==> src/rtl/alu_arbiter.sv <==
// alu_arbiter: round-robin sequencer that shares one external ALU between two requesters.
module alu_arbiter #(
    parameter int EXEC_CYCLES = 1
) (
    input  logic        clk,
    input  logic        rst_n,
    input  logic        req0_valid,
    output logic        req0_ready,
    input  logic [31:0] req0_a,
    input  logic [31:0] req0_b,
    input  logic [3:0]  req0_op,
    input  logic        req1_valid,
    output logic        req1_ready,
    input  logic [31:0] req1_a,
    input  logic [31:0] req1_b,
    input  logic [3:0]  req1_op,
    output logic [31:0] alu_a,
    output logic [31:0] alu_b,
    output logic [3:0]  alu_gin,
    input  logic [31:0] alu_sum,
    input  logic        alu_zout,
    output logic        resp_valid,
    input  logic        resp_ready,
    output logic        resp_id,
    output logic [31:0] resp_sum,
    output logic        resp_zout,
    output logic        resp_err,
    output logic        busy
);
    typedef enum logic [1:0] {IDLE, EXEC, RESP} state_t;
    localparam logic [3:0] CNT_INIT = 4'(EXEC_CYCLES - 1);

    state_t      state_q, state_d;
    logic [3:0]  cnt_q, cnt_d;
    logic [31:0] a_q, a_d, b_q, b_d, sum_q, sum_d;
    logic [3:0]  gin_q, gin_d;
    logic        owner_q, owner_d, last_q, last_d, ill_q, ill_d;
    logic        id_q, id_d, zout_q, zout_d, err_q, err_d, valid_q, valid_d, busy_q, busy_d;
    logic        gnt1, idle;

    always_comb begin
        idle       = state_q == IDLE;
        // on a tie, the requester not granted last time wins
        gnt1       = req1_valid && (!req0_valid || !last_q);
        req0_ready = idle && req0_valid && !gnt1;
        req1_ready = idle && gnt1;
        state_d    = state_q;
        cnt_d      = cnt_q;
        a_d        = a_q;
        b_d        = b_q;
        gin_d      = gin_q;
        owner_d    = owner_q;
        last_d     = last_q;
        ill_d      = ill_q;
        id_d       = id_q;
        sum_d      = sum_q;
        zout_d     = zout_q;
        err_d      = err_q;
        case (state_q)
            IDLE: if (req0_valid || req1_valid) begin
                a_d     = gnt1 ? req1_a : req0_a;
                b_d     = gnt1 ? req1_b : req0_b;
                gin_d   = gnt1 ? req1_op : req0_op;
                ill_d   = (gnt1 ? req1_op : req0_op) > 4'b1011;
                owner_d = gnt1;
                last_d  = gnt1;
                cnt_d   = CNT_INIT;
                state_d = EXEC;
            end
            EXEC: if (cnt_q == 4'd0) begin
                id_d    = owner_q;
                sum_d   = ill_q ? 32'd0 : alu_sum;
                zout_d  = ill_q || alu_zout;
                err_d   = ill_q;
                state_d = RESP;
            end else begin
                cnt_d = cnt_q - 4'd1;
            end
            RESP: state_d = resp_ready ? IDLE : RESP;
            default: state_d = IDLE;
        endcase
        valid_d = state_d == RESP;
        busy_d  = state_d != IDLE;
    end

    always_ff @(posedge clk or negedge rst_n) begin
        if (!rst_n) begin
            state_q <= IDLE;
            cnt_q   <= 4'd0;
            a_q     <= 32'd0;
            b_q     <= 32'd0;
            gin_q   <= 4'd0;
            owner_q <= 1'b0;
            last_q  <= 1'b1;
            ill_q   <= 1'b0;
            id_q    <= 1'b0;
            sum_q   <= 32'd0;
            zout_q  <= 1'b0;
            err_q   <= 1'b0;
            valid_q <= 1'b0;
            busy_q  <= 1'b0;
        end else begin
            state_q <= state_d;
            cnt_q   <= cnt_d;
            a_q     <= a_d;
            b_q     <= b_d;
            gin_q   <= gin_d;
            owner_q <= owner_d;
            last_q  <= last_d;
            ill_q   <= ill_d;
            id_q    <= id_d;
            sum_q   <= sum_d;
            zout_q  <= zout_d;
            err_q   <= err_d;
            valid_q <= valid_d;
            busy_q  <= busy_d;
        end
    end

    assign alu_a      = a_q;
    assign alu_b      = b_q;
    assign alu_gin    = gin_q;
    assign resp_valid = valid_q;
    assign resp_id    = id_q;
    assign resp_sum   = sum_q;
    assign resp_zout  = zout_q;
    assign resp_err   = err_q;
    assign busy       = busy_q;
endmodule
==> config.mk <==
export PLATFORM = sky130hd
export DESIGN_NAME = alu_arbiter
export DESIGN_NICKNAME = d
export VERILOG_FILES = /design/src/rtl/alu_arbiter.sv
export SDC_FILE = /design/constraint.sdc
export NUM_CORES = 1
export LEC_CHECK = 0
export ABC_AREA = 1
export CORE_ASPECT_RATIO = 1.2
export CORE_MARGIN = 2
export CORE_UTILIZATION = 30
export CTS_CLUSTER_SIZE = 30
export DETAILED_ROUTE_END_ITERATION = 12
export PLACE_DENSITY_LB_ADDON = 0.2
export SLEW_MARGIN = 20
export SYNTH_ARGS = -nofsm -noshare
export SYNTH_HDL_FRONTEND = slang
export SYNTH_SLANG_ARGS = --single-unit
==> constraint.sdc <==
create_clock -name clk -period 1.7 [get_ports clk]
set_clock_uncertainty 0.1 [all_clocks]
set_input_delay 0.255 -clock clk [delete_from_list [all_inputs] [get_ports clk]]
set_output_delay 0.255 -clock clk [all_outputs]
set_load 0.1 [all_outputs]
==> flow_summary.toml <==
[worst_setup_path]
arrival_ns = 1.41
criticalPathCategory = "flop to output pin"
r2r_slack_ns = 0.11
r2r_cells = 8
required_ns = 1.34
r2r_start = "last_q"
crit_path_start_kind = "flop"
crit_path_end_kind = "output pin"
critPathMaxFanout = 3
r2r-end = "alu_b[18]"

[cts]
root_buffer = "clkbuf_16"
h-tree-depth = 4
clk_latency_ns = 0.41
path_clk_slew_ns = 0.05
cts_buffer_depth = 2
cts.sinks = 114
cts_buffers = 17
cts_tree = "yes"

[timing]
rsz0062_at_grt = "true"
relSlewSlack = 0.703
drv_slew = 0
tightest_slew_ns = 0.446
hold_ws_ns = 0.289
setup_viol = 2
fmax_mhz = 566
fin_crit_sh = 1.04
worst_slack_ns = -0.0674
hold_viol_final = 0
fin_crit_ns = 1.77

[worst_hold_path]
holdPathStages = 3
min_from = "alu_sum[24]"
hold_path_class = "primary input to flop"
hold-path-endpoint = "resp_sum[24]"

[placement]
place_area_sq_mm = 0.00915
io_buffer_count = 280
place_hpwl_mm = 12.3
finalWeightedCongestion = 0.783
place_ws_ns = -0.0742

[cells_and_area]
fin_util = 0.607
area_growth_pct = 99.5
diodes = 0
nNetsFinal = 1047
finalInstanceArea_sq_mm = 0.00980
final_layout_size_suffix_gt1_frac = 0.198

[routing]
firstDrtPassIters = 4
vias_per_cell = 4.56
drt-wirelength-per-cell_um = 15.1
drt_wl_total_mm = 16.5
drcViolationCount = 0
via_count = 4986
antenna_left = 0
drt_iter0_drc = 183

[global_route]
antenna_found_initial = 1
grt_pass1_wl_mm = 26.1
track_usage = 0.195
grt-ovfl-total = 0
grt_max_degree = 61
grt_pass1_vias = 4948

[synth]
synth.distinct_cells = 23
ys_seq_area_frac = 0.581
syn_area_per_cell_sq_um = 8.45
synth_nets = 757
syn_inst = 581
synth_warnings = 0
ys_ff_latch = 114
syn_area_sq_mm = 0.00491

[floorplan]
die_area_sq_mm = 0.0174
fp.dieH_um = 144
coreArea_sq_mm = 0.0161
row_count = 51
pin_count = 281
die_x_um = 121
initial_core_util = 0.304

[flow_run]
drv_cap = 0

[run_status]
status = "finished, violations left"
violations = "setup timing"
==> routing by layer <==
metal	GRT usage	wire length [um]	part of all wire	up-vias
met2	0.316	7870	0.48	221
li1	-	-	-	2447
met4	0.0679	279	0.017	2
met5	0	12	0.00073	-
met3	0.0911	1810	0.11	22
met1	0.226	6530	0.40	2294
==> Yosys cell counts <==
cell / n / area share
a21oi_1: 1 / 0.0010
nand3_1: 4 / 0.0041
clkbuf_1: 8 / 0.0061
nand4_1: 2 / 0.0025
buf_2: 14 / 0.014
buf_4: 8 / 0.012
dfrtp_1: 113 / 0.58
buf_1: 3 / 0.0023
nor2_4: 2 / 0.0046
dfstp_2: 1 / 0.0053
nor2_2: 1 / 0.0013
buf_6: 3 / 0.0069
o21ai_2: 1 / 0.0018
inv_1: 8 / 0.0061
inv_2: 3 / 0.0023
nand2_2: 2 / 0.0025
nor2_1: 76 / 0.058
xor2_1: 1 / 0.0018
o22ai_1: 1 / 0.0013
o21ai_0: 71 / 0.072
nand2_1: 190 / 0.15
ha_1: 2 / 0.0051
o21ai_1: 66 / 0.067
==> stage by stage <==
stage                     TNS (ns)  cells
after detailed placement     -1.93   1060
after global routing        -0.229   1094
after global placement     -0.0201   1060
final                       -0.125   1094
after CTS                   -0.214   1094
after floorplan            -0.0722    581
==> kinds of logic (layout without fill, tap and decap cells) <==
logic type / count (synthesis) / after routing / synth area share
AND/OR/NAND/NOR: 277 / 277 / 0.218
AO/OA/AOI/OAI: 140 / 140 / 0.144
flip-flops: 114 / 114 / 0.581
buffers and inverters: 47 / 348 / 0.0502
adder cells (fa/ha/maj): 2 / 2 / 0.00509
XOR/XNOR: 1 / 1 / 0.00178
==> what timing repair did <==
action | CTS | global route
resized for setup | 4 | 10
buffers inserted | 3 | 1
setup endpoints to repair | 2 | 75
hold buffers | 1 | 0
pin swaps | 1 | 0
endpoints found under the hold margin | 113 | 0
==> worst max path at each step <==
| stage | startpoint | to | slack (ns) | depth (start not counted) |
|---|---|---|---|---|
| 2_1_floorplan | last_q | req0_ready | -0.07 | 5 |
| 3_3_place_gp | req0_valid | alu_a[22] | -0.01 | 6 |
| 3_5_place_dp | req0_valid | alu_a[29] | -0.07 | 6 |
| 4_1_cts | last_q | req0_ready | -0.11 | 5 |
| 5_1_grt | last_q | req0_ready | -0.12 | 5 |
| 6_report | state_q[1] | req0_ready | -0.07 | 4 |
==> placed cells by master (no fill, tap or decap), types with 2 or more instances in the layout <==
cell type and instances:
buf_12 117, buf_4 13, buf_6 2, buf_8 2, clkbuf_1 3, clkbuf_16 17
clkbuf_8 6, clkdlybuf4s50_1 172, clkinv_2 2, dfrtp_1 112, ha_1 2, inv_1 8
inv_2 2, nand2_1 189, nand2_2 2, nand3_1 4, nand4_1 2, nor2_1 74
nor2_4 5, o21ai_0 71, o21ai_1 66
==> worst max-delay path, cell delays in order, from the launching register on <==
cell     delay (ns)
dfrtp_2        0.44
nor2_4         0.14
nand2_1        0.11
nor2_4         0.14
buf_12         0.18
==> cell type report <==
type	count	area, sq um
tap	212	265
inverter	11	43.8
multi-input combinational	420	1850
clock inverter	4	47.5
clock buffer	26	519
timing repair buffer	307	4220
sequential	114	2860
fill	1391	6340
==> flip-flops by register name, indices dropped and copies added (netlist names) <==
| signal | flops |
|---|---|
| alu_a | 32 |
| alu_b | 32 |
| resp_sum | 32 |
| alu_gin | 4 |
| cnt_q | 4 |
| state_q | 2 |
| busy | 1 |
| ill_q | 1 |
| last_q | 1 |
| owner_q | 1 |
| resp_err | 1 |
| resp_id | 1 |
| resp_valid | 1 |
| resp_zout | 1 |
Power is left out: the tool's default activity adds up to more than one toggle a clock period on the data nets, which glitch-free logic cannot reach.
